[config.mk]
export PLATFORM = sky130hd
export DESIGN_NAME = switch_debounce
export DESIGN_NICKNAME = d
export VERILOG_FILES = /design/src/rtl/switch_debounce_pkg.sv /design/src/rtl/switch_debounce_sync_chain.sv /design/src/rtl/switch_debounce.sv
export SDC_FILE = /design/constraint.sdc
export NUM_CORES = 1
export LEC_CHECK = 0
export ABC_AREA = 1
export BUFFER_PORTS_ARGS = -buffer_cell sky130_fd_sc_hd__buf_2
export CORE_MARGIN = 1
export CORE_UTILIZATION = 54
export CTS_BUF_LIST = sky130_fd_sc_hd__clkbuf_16
export CTS_CLUSTER_DIAMETER = 40
export DETAILED_ROUTE_END_ITERATION = 10
export HOLD_SLACK_MARGIN = 0.1
export MAX_ROUTING_LAYER = met4
export PLACE_DENSITY = 0.76
export SLEW_MARGIN = 30
export SYNTH_ARGS = -nofsm -noshare
export SYNTH_HDL_FRONTEND = slang
export SYNTH_SLANG_ARGS = --single-unit
[constraint.sdc]
create_clock -name clock -period 1.53 [get_ports clock]
set_input_delay 0.459 -clock clock [delete_from_list [all_inputs] [get_ports clock]]
set_output_delay 0.459 -clock clock [all_outputs]
set_load 0.005 [all_outputs]
[src/rtl/switch_debounce_pkg.sv]
// Shared types and constants for the switch debouncer.
// SWITCH_DEBOUNCE_SIM_FAST_EN (consumed by switch_debounce) selects DEB_FAST_THRESH.
package switch_debounce_pkg;

    typedef enum logic {
        DEB_STABLE = 1'b0,
        DEB_SETTLE = 1'b1
    } deb_state_t;

    localparam int DEB_WIDTH_DEF         = 24;
    localparam int DEB_STABLE_CYCLES_DEF = 1000000;  // 10 ms at 100 MHz
    localparam int DEB_FAST_THRESH       = 4;        // short threshold for CPU-level sims

endpackage

[src/rtl/switch_debounce_sync_chain.sv]
// Multi-bit flop chain bringing the asynchronous switch pins into the clock domain.
// Bits are synchronised independently; the debouncer downstream hides any
// cross-bit skew because the vector must then hold still before it commits.
module sync_chain #(
    parameter int WIDTH       = 24,
    parameter int SYNC_STAGES = 2
) (
    input  logic             clock,
    input  logic             reset,
    input  logic [WIDTH-1:0] d,
    output logic [WIDTH-1:0] q
);

    logic [SYNC_STAGES-1:0][WIDTH-1:0] stage_q;
    logic [SYNC_STAGES-1:0][WIDTH-1:0] stage_d;

    // Shift the raw vector one stage down the chain each cycle.
    always_comb begin
        stage_d[0] = d;
        for (int i = 1; i < SYNC_STAGES; i++) begin
            stage_d[i] = stage_q[i-1];
        end
    end

    // Chain registers; reset only for deterministic simulation start-up.
    always_ff @(posedge clock) begin
        if (reset) begin
            stage_q <= '0;
        end else begin
            stage_q <= stage_d;
        end
    end

    assign q = stage_q[SYNC_STAGES-1];

endmodule

[src/rtl/switch_debounce.sv]
// Synchronises and debounces the board DIP switches as one vector.
// `switches` only takes a value after the synchronised input has held it for
// the full threshold; `changed` pulses in that commit cycle.
// Define SWITCH_DEBOUNCE_SIM_FAST_EN to use a 4-cycle threshold for simulation.
module switch_debounce
    import switch_debounce_pkg::*;
#(
    parameter int WIDTH         = DEB_WIDTH_DEF,
    parameter int STABLE_CYCLES = DEB_STABLE_CYCLES_DEF,
    parameter int SYNC_STAGES   = 2
) (
    input  logic             clock,
    input  logic             reset,
    input  logic [WIDTH-1:0] sw_raw,
    output logic [WIDTH-1:0] switches,
    output logic             changed,
    output logic             settling
);

`ifdef SWITCH_DEBOUNCE_SIM_FAST_EN
    localparam int THRESH = DEB_FAST_THRESH;
`else
    localparam int THRESH = STABLE_CYCLES;
`endif
    localparam int             CNT_W    = $clog2(THRESH);
    localparam logic [CNT_W-1:0] CNT_LAST = CNT_W'(THRESH - 1);

    logic [WIDTH-1:0] s_sync;

    deb_state_t       state_q, state_d;
    logic [WIDTH-1:0] cand_q, cand_d;
    logic [CNT_W-1:0] count_q, count_d;
    logic [WIDTH-1:0] sw_q, sw_d;
    logic             chg_q, chg_d;

    sync_chain #(
        .WIDTH       (WIDTH),
        .SYNC_STAGES (SYNC_STAGES)
    ) u_sync (
        .clock (clock),
        .reset (reset),
        .d     (sw_raw),
        .q     (s_sync)
    );

    // Next-state: track a candidate vector and time how long it holds.
    always_comb begin
        state_d = state_q;
        cand_d  = cand_q;
        count_d = count_q;
        sw_d    = sw_q;
        chg_d   = 1'b0;
        case (state_q)
            DEB_STABLE: begin
                if (s_sync != sw_q) begin
                    cand_d  = s_sync;
                    count_d = '0;
                    state_d = DEB_SETTLE;
                end
            end
            DEB_SETTLE: begin
                if (s_sync == sw_q) begin
                    // bounced back to the committed value: drop the candidate
                    count_d = '0;
                    state_d = DEB_STABLE;
                end else if (s_sync != cand_q) begin
                    // any further movement restarts the timer on the new vector
                    cand_d  = s_sync;
                    count_d = '0;
                end else if (count_q == CNT_LAST) begin
                    sw_d    = cand_q;
                    chg_d   = 1'b1;
                    count_d = '0;
                    state_d = DEB_STABLE;
                end else begin
                    count_d = count_q + CNT_W'(1);
                end
            end
            default: begin
                state_d = DEB_STABLE;
                count_d = '0;
            end
        endcase
    end

    // State registers with synchronous reset.
    always_ff @(posedge clock) begin
        if (reset) begin
            state_q <= DEB_STABLE;
            cand_q  <= '0;
            count_q <= '0;
            sw_q    <= '0;
            chg_q   <= 1'b0;
        end else begin
            state_q <= state_d;
            cand_q  <= cand_d;
            count_q <= count_d;
            sw_q    <= sw_d;
            chg_q   <= chg_d;
        end
    end

    assign switches = sw_q;
    assign changed  = chg_q;
    assign settling = (state_q == DEB_SETTLE);

endmodule

==> results_dict.tcl <==
set metrics [dict create \
    placed_cells 1173 \
    drc 0 \
    port_buffers 51 \
    synth_edf_count 0 \
    syn_area_mm2 0.00566 \
    synth_top_area_share_pct 41.7 \
    dieArea_mm2 0.0109 \
    finalWorstSetupSlack_ns -0.415 \
    hold_violations 0 \
    fp.dieH_um 104 \
    netlist_instances 902 \
    critPathLaunchType "flop" \
    cts_buffers 17 \
    yosys_warnings 0 \
    crit_fanout 18 \
    core_mm2 0.0102 \
    setup_viol 70 \
    status "finished, violations left" \
    rsz0062_at_grt "true" \
    clk_latency_ns 0.42 \
    synth_seq_cells 118 \
    synth-xor-area-share_pct 2.63 \
    power_mw 8.42 \
    clkSinkCount 118 \
    slowest_delay_ns 0.38 \
    finalCritPeriodShare_pct 127 \
    drive_above_1_share_pct 39.8 \
    max_cap_viol_count 0 \
    cts_tree "built" \
    yosysTopAreaCell "dfxtp_1" \
    grt_pass1_wl_mm 25.6 \
    yosys.area_share.simple_pct 39.1 \
    clk_pin_slew_worst_paths_ns 0.06 \
    synth-main-ff-cell "dfxtp_1" \
    postRouteAntennaNets 0 \
    drt_iter0_drc 431 \
    finalSetupTns_ns -21.77 \
    cts_hold_buffers 0 \
    critPathArrivalTime_ns 2.29 \
    synth_cell_types 28 \
    cp-end-kind "flop" \
    route.final.wire_length_mm 18.5 \
    min_from "sw_raw[8]" \
    dp_hpwl_mm 9.17 \
    drt_pre_antenna_iters 5 \
    finalCriticalPeriod_ns 1.94 \
    clockBufferDepth 2 \
    crit_type "reg2reg" \
    grt-ovfl-total 0 \
    grt_antenna_before_repair 0 \
    skew_ns 0.00818 \
    async_flop_share_pct 0 \
    rrSetupSlack_ns -0.41 \
    r2r_end "switches[16]" \
    failed_checks "negative setup slack" \
    post_dp_cell_area_mm2 0.00695 \
    crit_slowest_cell "dfxtp_4" \
    ctsHtreeMaxLevel 4 \
    vias 6317 \
    holdPathStages 3 \
    worst_slew_margin_rel_pct 71.9 \
    crit_chain "inv_1 -> nand2_2 -> nand2_2 -> nor2_2 -> nand2_1 -> nor2_2 -> nand2_2 -> nor2_8 -> nand3_4 -> buf_12 -> nand2_1 -> nand2_1 -> nor2_1" \
    syn_area_per_cell_um2 6.28 \
    vias_per_cell 5.17 \
    finish.instance_area_mm2 0.00843 \
    instances_no_fill 1221 \
    min_to "u_sync.stage_d[32]" \
    initial_core_util_pct 55.4 \
    clockRootBuffer "clkbuf_16" \
    hold_path.class "in2reg" \
    synth_area_leaders "dfxtp_1 (42%), nand2_1 (19%), nor2_1 (12%), inv_1 (8.3%), a21oi_1 (4.0%)" \
    nets 1099 \
    vdd_drop_max_mv 1.13 \
    reg2reg_depth 13 \
    die_w_um 104 \
    maxSlewViolCount 0 \
    utilization_pct 82.4 \
    syn_nets 929 \
    synth_top_family_by_area "simple AND/OR/NAND/NOR gates" \
    area_growth_pct 48.9 \
    fin_hold_ws_ns 0.240 \
    worst_ep_required_time_ns 1.87 \
    pin_count 52 \
    ys_seq_area_share_pct 41.7 \
    grt_pass1_vias 5672 \
    synth_compound_area_share_pct 4.46 \
    routedWlPerCell_um 15.1 \
    n_antenna_cell 0 \
    synthAdderAreaFrac_pct 0.221 \
    grt_start_max_net_pins 38 \
    power_density_mw_per_mm2 999 \
    r2r-start "cand_q[11]" \
    gp_congestion 0.884 \
    power.leakage_nw 4.37 \
    crit_family "simple AND/OR/NAND/NOR gates" \
    worst_pin_slew_ns 0.421 \
    crit_buf_inv 2 \
    fmax_mhz 514 \
    synthMuxAreaShare_pct 0 \
    dp_slack_ns -0.183 \
    grt.total_usage_pct 30.2 \
    rows 37 \
]
## sequential cells by signal, indices dropped and copies added, names as in the netlist
name            cells
settling            1
cand_q             24
u_sync.q           24
changed             1
switches           24
u_sync.stage_d     24
count_q            20
## cell type report
| class | count | area [um2] |
|---|---|---|
| Timing Repair Buffer | 184 | 1480 |
| Sequential cell | 118 | 2450 |
| Multi-Input combinational cell | 613 | 3190 |
| Clock buffer | 17 | 425 |
| Tap cell | 136 | 170 |
| Clock inverter | 15 | 203 |
| Fill cell | 572 | 1800 |
| Inverter | 138 | 523 |
## what timing repair did
action / in CTS / in global routing
pin swaps: 32 / 34
gates cloned: 4 / 5
setup buffers: 8 / 2
resized for setup: 102 / 106
setup endpoints to repair: 70 / 72
## cell usage in the layout, fill, tap and decap left out, types with 16 or more instances in the layout
cell,netlist,layout
a21oi_1,45,16
a21oi_2,0,26
buf_2,11,51
buf_4,0,112
clkbuf_16,0,22
dfxtp_1,118,65
dfxtp_2,0,46
inv_1,126,116
inv_2,10,18
nand2_1,288,234
nand2_2,1,47
nand3_1,37,21
nand4_1,24,24
nor2_1,185,152
nor2_2,0,28
## routing by layer
layer  track usage, %  wire [um]  vias up
li1                 -          -     3055
met5                -          0        -
met3             7.39       1460       95
met1             36.3       7080     2864
met2             48.9       8960      303
met4             11.1        955        0
## cells in the mapped netlist, types with 2 or more instances
cell / count
a21oi_1: 45
and2_1: 2
buf_2: 11
buf_6: 2
clkbuf_1: 19
clkinv_1: 2
dfxtp_1: 118
inv_1: 126
inv_2: 10
nand2_1: 288
nand3_1: 37
nand4_1: 24
nor2_1: 185
o21ai_0: 4
xnor2_1: 7
xor2_1: 10
## worst register-to-register path, stage by stage (launching register included)
cell and delay, ns:
dfxtp_4 0.38, inv_1 0.07, nand2_2 0.11, nand2_2 0.07
nor2_2 0.08, nand2_1 0.08, nor2_2 0.16, nand2_2 0.13
nor2_8 0.16, nand3_4 0.16, buf_12 0.20, nand2_1 0.08
nand2_1 0.07, nor2_1 0.11
## worst max path at each step
| stage | cells past startpoint | slack (ns) | endpoint | from |
|---|---|---|---|---|
| floorplan | 13 | -0.02 | switches[15] | u_sync.q[3] |
| global placement | 10 | -0.16 | cand_q[15] | u_sync.q[21] |
| detailed placement | 11 | -0.18 | count_q[2] | switches[2] |
| CTS | 12 | -0.14 | cand_q[17] | u_sync.q[6] |
| global route | 13 | -0.49 | switches[16] | u_sync.q[10] |
| finish | 13 | -0.41 | switches[16] | cand_q[11] |
## kinds of logic after synthesis
logic type,Yosys count
AOI/OAI and AO/OA,50
DFF,118
adders and majority gates,1
xor gates and xnor gates,17
buffers and inverters,171
and+or+nand+nor,545
## where the power goes
part / switching (mW) / internal, mW / total (mW) / leakage [nW]
Clock: 1.53 / 2.73 / 4.26 / 0.304
Sequential: 0.0793 / 3.18 / 3.25 / 0.988
Combinational: 0.541 / 0.369 / 0.911 / 3.08
Total: 2.15 / 6.28 / 8.42 / 4.37
No activity file was read; power rests on OpenSTA's default activity.
